[src/rtl/uart_tx_sched.sv]
// Two-requester round-robin scheduler feeding a byte-wide UART transmitter.
// States: IDLE arbitrate, LOAD strobe byte, WAIT_BUSY await tx start, WAIT_DONE await tx end.
module uart_tx_sched #(
    parameter int DATA_WIDTH = 8
) (
    input  logic                    clk,
    input  logic                    rst,
    input  logic                    req0_vld,
    input  logic [DATA_WIDTH-1:0]   req0_data,
    output logic                    req0_ack,
    input  logic                    req1_vld,
    input  logic [2*DATA_WIDTH-1:0] req1_data,
    output logic                    req1_ack,
    input  logic                    tx_busy,
    output logic [DATA_WIDTH-1:0]   tx_p_data,
    output logic                    tx_data_valid,
    output logic                    grant_id,
    output logic                    sched_busy
);

    typedef enum logic [1:0] {
        IDLE      = 2'd0,
        LOAD      = 2'd1,
        WAIT_BUSY = 2'd2,
        WAIT_DONE = 2'd3
    } state_t;

    state_t                    state, state_nxt;
    logic                      ptr, ptr_nxt;
    logic                      hi_pending, hi_pending_nxt;
    logic [1:0]                tmo_cnt, tmo_cnt_nxt;
    logic [2*DATA_WIDTH-1:0]   hold, hold_nxt;
    logic [DATA_WIDTH-1:0]     p_data_nxt;
    logic                      grant_nxt;
    logic                      ack0_nxt, ack1_nxt;
    logic                      valid_nxt, sbusy_nxt;
    logic                      winner;

    always_ff @(posedge clk) begin
        if (!rst) begin
            state         <= IDLE;
            ptr           <= 1'b0;
            hi_pending    <= 1'b0;
            tmo_cnt       <= 2'd0;
            hold          <= '0;
            tx_p_data     <= '0;
            grant_id      <= 1'b0;
            req0_ack      <= 1'b0;
            req1_ack      <= 1'b0;
            tx_data_valid <= 1'b0;
            sched_busy    <= 1'b0;
        end else begin
            state         <= state_nxt;
            ptr           <= ptr_nxt;
            hi_pending    <= hi_pending_nxt;
            tmo_cnt       <= tmo_cnt_nxt;
            hold          <= hold_nxt;
            tx_p_data     <= p_data_nxt;
            grant_id      <= grant_nxt;
            req0_ack      <= ack0_nxt;
            req1_ack      <= ack1_nxt;
            tx_data_valid <= valid_nxt;
            sched_busy    <= sbusy_nxt;
        end
    end

    always_comb begin
        state_nxt      = state;
        ptr_nxt        = ptr;
        hi_pending_nxt = hi_pending;
        tmo_cnt_nxt    = tmo_cnt;
        hold_nxt       = hold;
        p_data_nxt     = tx_p_data;
        grant_nxt      = grant_id;
        ack0_nxt       = 1'b0;
        ack1_nxt       = 1'b0;
        winner         = 1'b0;

        case (state)
            IDLE: begin
                if (!tx_busy && (req0_vld || req1_vld)) begin
                    // A lone requester wins outright; a tie goes to the pointer side.
                    winner    = (req0_vld && req1_vld) ? ptr : req1_vld;
                    grant_nxt = winner;
                    ptr_nxt   = ~winner;
                    state_nxt = LOAD;
                    if (winner) begin
                        hold_nxt       = req1_data;
                        p_data_nxt     = req1_data[DATA_WIDTH-1:0];
                        hi_pending_nxt = 1'b1;
                        ack1_nxt       = 1'b1;
                    end else begin
                        hold_nxt       = {{DATA_WIDTH{1'b0}}, req0_data};
                        p_data_nxt     = req0_data;
                        hi_pending_nxt = 1'b0;
                        ack0_nxt       = 1'b1;
                    end
                end
            end
            LOAD: begin
                state_nxt   = WAIT_BUSY;
                tmo_cnt_nxt = 2'd0;
            end
            WAIT_BUSY: begin
                tmo_cnt_nxt = tmo_cnt + 2'd1;
                if (tx_busy) begin
                    state_nxt = WAIT_DONE;
                end else if (tmo_cnt == 2'd3) begin
                    // Transmitter never picked the byte up: strobe it again.
                    state_nxt = LOAD;
                end
            end
            WAIT_DONE: begin
                if (!tx_busy) begin
                    if (hi_pending) begin
                        hi_pending_nxt = 1'b0;
                        p_data_nxt     = hold[2*DATA_WIDTH-1:DATA_WIDTH];
                        state_nxt      = LOAD;
                    end else begin
                        state_nxt = IDLE;
                    end
                end
            end
            default: state_nxt = IDLE;
        endcase

        valid_nxt = (state_nxt == LOAD);
        sbusy_nxt = (state_nxt != IDLE);
    end

endmodule

[config.mk]
export PLATFORM = sky130hd
export DESIGN_NAME = uart_tx_sched
export DESIGN_NICKNAME = d
export VERILOG_FILES = /design/src/rtl/uart_tx_sched.sv
export SDC_FILE = /design/constraint.sdc
export NUM_CORES = 1
export LEC_CHECK = 0
export BUFFER_PORTS_ARGS = -buffer_cell sky130_fd_sc_hd__buf_4
export CAP_MARGIN = 5
export CORE_AREA = 8 8 61 63
export CTS_CLUSTER_SIZE = 14
export DETAILED_ROUTE_END_ITERATION = 7
export DIE_AREA = 0 0 69 71
export MAX_ROUTING_LAYER = met4
export PLACE_DENSITY = 0.75
export SETUP_SLACK_MARGIN = 0.1
export SLEW_MARGIN = 20
export SYNTH_ARGS = -nofsm -noshare
export SYNTH_HDL_FRONTEND = slang
export SYNTH_SLANG_ARGS = --single-unit
[constraint.sdc]
create_clock -name clk -period 2.3 [get_ports clk]
set_clock_uncertainty 0.1 [all_clocks]
set_input_delay 0.115 -clock clk [delete_from_list [all_inputs] [get_ports clk]]
set_output_delay 0.115 -clock clk [all_outputs]
set_load 0.05 [all_outputs]
==> results of run 1 <==
registers in the layout, indices dropped and copies added, names as in the netlist, 2 cells and up:
| name | flops |
|---|---|
| hold | 8 |
| state | 2 |
| tmo_cnt | 2 |
| tx_p_data | 8 |
stage by stage:
step | area [µm²] | std cells | power, mW | utilization [%] | setup slack, ns
5_1_grt | 1730 | 217 | 1.15 | 60.5 | 0.120
2_1_floorplan | 1290 | 136 | 0.773 | - | 0.554
6_report | 1730 | 217 | 1.10 | 60.5 | 0.301
3_3_place_gp | 1590 | 202 | 0.866 | 55.6 | 0.508
4_1_cts | 1720 | 216 | 1.10 | 60.2 | 0.184
3_5_place_dp | 1590 | 202 | 0.880 | 55.6 | 0.362
what timing repair did:
action                                 4_1_cts  5_1_grt
endpoints found under the hold margin       15        0
setup endpoints to repair                    0        1
hold buffers                                10        0
buffers inserted                             0        1
gates resized for setup                      0        1
per-layer routing:
| metal | wire, µm | GRT usage [%] | vias to the layer above |
|---|---|---|---|
| li1 | - | - | 594 |
| met1 | 1450 | 16.0 | 559 |
| met2 | 1510 | 20.7 | 40 |
| met3 | 264 | 4.62 | 4 |
| met4 | 42 | 5.47 | 0 |
| met5 | 0 | - | - |
kinds of logic after synthesis:
family	after synthesis
and+or+nand+nor	41
adders and majority gates	4
AOI/OAI and AO/OA	48
buffers and inverters	16
DFF	27
final timing paths:
path	startpoint	end	slack, ns	cells after the start
worst min register to register	grant_id	grant_id	0.39	1
worst max register to register	state[0]	hold[10]	0.30	6
worst min-delay path	tx_busy	req0_ack	0.01	4
worst max-delay path	state[0]	hold[10]	0.30	6
worst min-delay path, stage by stage:
cell and delay (ns):
buf_4 0.13, nor3b_4 0.07, nand2_1 0.06, nor2_1 0.03
Yosys cell counts (3+ instances only):
cell type,instances
dfxtp_1,27
o21ai_0,12
nand2b_1,11
nand3_1,11
a32o_1,8
o211ai_1,8
a22o_1,7
inv_1,7
nor2_1,5
a21boi_0,4
clkbuf_1,4
ha_1,4
buf_6,3
layout by cell type, fill, tap and decap left out, drive strengths merged, types with 2 or more instances in the layout:
cell,count
a21oi,2
nand2,2
nor3b,2
o31ai,2
and2,2
a21boi,4
ha,4
dfxtp,27
buf,42
nand2b,11
nor2b,3
a32o,8
inv,7
o21ai,12
nand3b,2
o211ai,8
dlygate4sd3,10
clkbuf,3
a22o,7
nor2,7
nand3,11
where the power goes:
group	total (mW)	leakage [nW]	internal (mW)	switching, mW
sequential	0.532	0.220	0.507	0.0247
clock	0.211	0.0139	0.0667	0.144
combinational	0.355	0.508	0.149	0.206
area by class of cell:
type | instances | area, µm²
clock buffers | 3 | 22.5
flip-flops and latches | 27 | 541
fillers | 259 | 1130
repair buffers | 52 | 415
well taps | 33 | 41.3
inverters | 8 | 30.0
multi-input cells | 93 | 669
clock inverters | 1 | 7.51
==> flow_metrics.env, run 1 <==
export IMPL_area_growth_pct=33.7
export IMPL_drc=0
export IMPL_start_util_pct=45.3
export IMPL_holdCritPathClass="input port to register"
export IMPL_synth_xor_area_share_pct=0
export IMPL_rsz0062_at_grt="no"
export IMPL_setup_tns_ns=0
export IMPL_n_antenna_cell=0
export IMPL_clkLatencyLatePin_ns=0.33
export IMPL_slowest_delay_ns=0.57
export IMPL_clk_pin_slew_ns=0.14
export IMPL_grt_max_degree=17
export IMPL_synth_area_top_cells="dfxtp_1, a32o_1, nand2b_1, a22o_1, o21ai_0"
export IMPL_syn_avg_cell_area_um2=9.49
export IMPL_cts_sinks=27
export IMPL_drt_total_wl_um=3270
export IMPL_synth_compound_area_share_pct=28.5
export IMPL_slew_headroom_pct=62.8
export IMPL_cp_end_kind="register"
export IMPL_die_h_um=71
export IMPL_cpMaxStageDelayCell="dlygate4sd3_1"
export IMPL_cts_buffers=3
export IMPL_hold_worst_slack_ns=0.00980
export IMPL_cellLeakagePower_nw=0.742
export IMPL_antenna_left=0
export IMPL_cts_max_level=1
export IMPL_synth_edf_count=0
export IMPL_synthArstFlopShare_pct=0
export IMPL_io_buffer_count=41
export IMPL_clock_path_buffers=2
export IMPL_cpLargestDelayFamily="buffers and inverters"
export IMPL_vias=1197
export IMPL_synth_simple_gate_area_share_pct=19.3
export IMPL_critical_path_startpoint_type="register"
export IMPL_outcome="finished clean"
export IMPL_viasPerCell=5.52
export IMPL_worst_slew_pin_transition_ns=0.557
export IMPL_drtPass1Iterations=4
export IMPL_layout_min_cycle_time_ns=2.00
export IMPL_ir_worst_vdd_uv=376
export IMPL_ys_ff_latch=27
export IMPL_syn_inst=136
export IMPL_synthAdderAreaFrac_pct=3.88
export IMPL_post_route_period_util_pct=86.9
export IMPL_path_max_fanout=7
export IMPL_crit_required_ns=2.49
export IMPL_grt_ovfl_total=0
export IMPL_fp_coreArea_mm2=0.00285
export IMPL_hold_viol=0
export IMPL_crit_buf_inv=2
export IMPL_drv_cap=0
export IMPL_yosysWarningCount=0
export IMPL_routabilityCongestion=0.840
export IMPL_synth_distinct_cells=31
export IMPL_grt_pass1_wl_um=5480
export IMPL_synth_seq_area_share_pct=41.9
export IMPL_row_count=20
export IMPL_drive_gt1_share_pct=29.3
export IMPL_track_usage_pct=13.6
export IMPL_yosys_area_top_type="dfxtp_1"
export IMPL_place_hpwl_um=2500
export IMPL_slew_violations=0
export IMPL_cts_tree="built"
export IMPL_arrival_ns=2.19
export IMPL_worstSetupPathType="register to register"
export IMPL_antenna_found_initial=0
export IMPL_setup_viol_count_final=0
export IMPL_num_io_pins=42
export IMPL_root_buffer="clkbuf_4"
export IMPL_muxShareOfSynthArea_pct=0
export IMPL_nets=218
export IMPL_grt_pass1_vias=1157
export IMPL_synth_nets=169
export IMPL_synth_top_family_by_area="compound AO/OA/AOI/OAI gates"
export IMPL_drt_first_iter_violations=80
export IMPL_synth_area_mm2=0.00129
export IMPL_die_w_um=69
export IMPL_synth_top_area_share_pct=41.9
export IMPL_powerDensity_mw_per_mm2=636
export IMPL_wl_per_cell_um=15.0
export IMPL_dominantRegCellSynth="dfxtp_1"
export IMPL_die_area_mm2=0.00490
export IMPL_fmax_mhz=500
export IMPL_worstPathCellList="inv_1 > ha_2 > nor3b_4 > nand3_1 > a21boi_0 > dlygate4sd3_1"
Note: power is estimated with default switching activity, not from simulation.
==> run 2: changes to the inputs <==
--- a/config.mk
+++ b/config.mk
@@ -13,6 +13,7 @@
 export DIE_AREA = 0 0 69 71
 export MAX_ROUTING_LAYER = met4
 export PLACE_DENSITY = 0.75
+export REMOVE_ABC_BUFFERS = 1
 export SETUP_SLACK_MARGIN = 0.1
 export SLEW_MARGIN = 20
 export SYNTH_ARGS = -nofsm -noshare
==> run 2 against run 1 <==
Net effect: core utilization up 0.088 points; sequential power barely moved; total power increased by 0.22%; first-iteration DRC count shrank 20%; register-to-register slack got worse by 0.04 ns; worst setup slack got worse by 0.036 ns; hold slack improved by 0.019 ns; sequential share of layout area about the same; wire length up 1.1%; global-route usage is 0.40 points lower; combinational power is essentially flat; non-clock buffer count down 1; largest power group unchanged.
==> flow_metrics.env, run 2 (synthesis results as in run 1) <==
export IMPL_nets=218
export IMPL_drt_first_iter_violations=64
export IMPL_r2r_slack_ns=0.27
export IMPL_fin_cells=217
export IMPL_comb_power_share_pct=32.3
export IMPL_n_antenna_cell=0
export IMPL_final_common_cell="buf_4"
export IMPL_outcome="finished clean"
export IMPL_setup_viol_count_final=0
export IMPL_grt_max_degree=17
export IMPL_clkLatencyLatePin_ns=0.33
export IMPL_ir_worst_vdd_uv=373
export IMPL_io_buffer_count=41
export IMPL_clk_pin_slew_ns=0.14
export IMPL_power_mw=1.10
export IMPL_start_util_pct=45.3
export IMPL_worst_slew_pin_transition_ns=0.578
export IMPL_drv_cap=0
export IMPL_holdCritPathClass="input port to register"
export IMPL_cts_tree="built"
export IMPL_cts_sinks=27
export IMPL_die_h_um=71
export IMPL_placed_area_mm2=0.00159
export IMPL_r2r_cells=6
export IMPL_cellLeakagePower_nw=0.742
export IMPL_routabilityCongestion=0.864
export IMPL_slew_violations=0
export IMPL_setup_tns_ns=0
export IMPL_num_io_pins=42
export IMPL_wl_per_cell_um=15.2
export IMPL_antenna_left=0
export IMPL_slew_headroom_pct=61.4
export IMPL_path_max_fanout=7
export IMPL_drive_gt1_share_pct=28.8
export IMPL_cts_buffers=3
export IMPL_power_switching_mw=0.379
export IMPL_fmax_mhz=491
export IMPL_root_buffer="clkbuf_4"
export IMPL_arrival_ns=2.22
export IMPL_post_route_period_util_pct=88.5
export IMPL_cts_max_level=1
export IMPL_p_int_mw=0.721
export IMPL_crit_required_ns=2.49
export IMPL_placed_cells=202
export IMPL_die_w_um=69
export IMPL_crit_path_start="state[0]"
export IMPL_rsz0062_at_grt="no"
export IMPL_viasPerCell=5.55
export IMPL_seq_power_share_pct=48.4
export IMPL_antenna_found_initial=0
export IMPL_area_growth_pct=33.9
export IMPL_drc=0
export IMPL_place_hpwl_um=2430
export IMPL_powerDensity_mw_per_mm2=636
export IMPL_clock_path_buffers=2
export IMPL_r2r_start="state[0]"
export IMPL_hold_worst_slack_ns=0.0288
export IMPL_switching_share_pct=34.5
export IMPL_endpoint="hold[10]"
export IMPL_vias=1204
export IMPL_grt_pass1_vias=1204
export IMPL_die_area_mm2=0.00490
export IMPL_drt_total_wl_um=3300
export IMPL_min_path_cells=4
export IMPL_grt_ovfl_total=0
export IMPL_row_count=20
export IMPL_design_area_mm2=0.00173
export IMPL_cp_end_kind="register"
export IMPL_layout_min_cycle_time_ns=2.03
export IMPL_track_usage_pct=13.2
export IMPL_pwr_share_clk_pct=19.3
export IMPL_cts_resized=0
export IMPL_drtPass1Iterations=4
export IMPL_worstSetupPathType="register to register"
export IMPL_mostFrequentLayoutCells="buf_4, dfxtp_1, o21ai_0"
export IMPL_fp_coreArea_mm2=0.00285
export IMPL_grt_pass1_wl_um=5400
export IMPL_hold_viol=0
export IMPL_critical_path_startpoint_type="register"
export IMPL_cts_setup_buffers=0
export IMPL_reg2reg_to="hold[10]"
export IMPL_reg_top3="hold x8, tx_p_data x8"
[run 2: worst min-delay path by stage]
stage                  startpoint        to  slack [ns]
detailed placement   req1_data[8]   hold[8]        0.24
finish                    tx_busy  req0_ack        0.03
global route              tx_busy  req0_ack        0.05
global placement    req1_data[12]  hold[12]        0.23
CTS                       tx_busy  req0_ack        0.01
floorplan                     rst  req0_ack        0.13
[run 2: area by class of cell]
type,instances,area [µm²]
inverter,8,30.0
fill,254,1120
clock inverter,1,7.51
tap,33,41.3
multi-input combinational,94,679
clock buffer,3,22.5
timing repair buffer,51,408
sequential,27,541
[run 2: critical path, cell delays in order, from the launching register on]
cell and delay (ns):
dfxtp_1 0.34, inv_1 0.11, ha_1 0.28, nor3b_4 0.31, nand3_1 0.10, a21boi_0 0.18
dlygate4sd3_1 0.56
[run 2: repair_timing]
action                     4_1_cts  5_1_grt
setup endpoints to repair        0        1
hold endpoints to repair        15        0
hold buffers                    10        0
[run 2: per-layer routing]
metal | part of all wire, % | global-route usage, %
met3 | 5.2 | 2.66
met1 | 46 | 15.0
met2 | 47 | 21.5
met5 | 0 | -
met4 | 1.8 | 6.61
[run 2: power by group through the flow]
stage	logic [mW]	registers [mW]	clock network, mW
5_1_grt	0.381	0.536	0.231
3_3_place_gp	0.326	0.541	0
3_5_place_dp	0.335	0.542	0
2_1_floorplan	0.135	0.624	0
6_report	0.355	0.532	0.213
4_1_cts	0.350	0.532	0.213
[run 2: per-stage QoR]
stage / utilization (%) / worst slack (ns)
2_1_floorplan: - / 0.596
3_3_place_gp: 55.6 / 0.503
3_5_place_dp: 55.6 / 0.385
4_1_cts: 60.2 / 0.216
5_1_grt: 60.6 / 0.158
6_report: 60.6 / 0.265
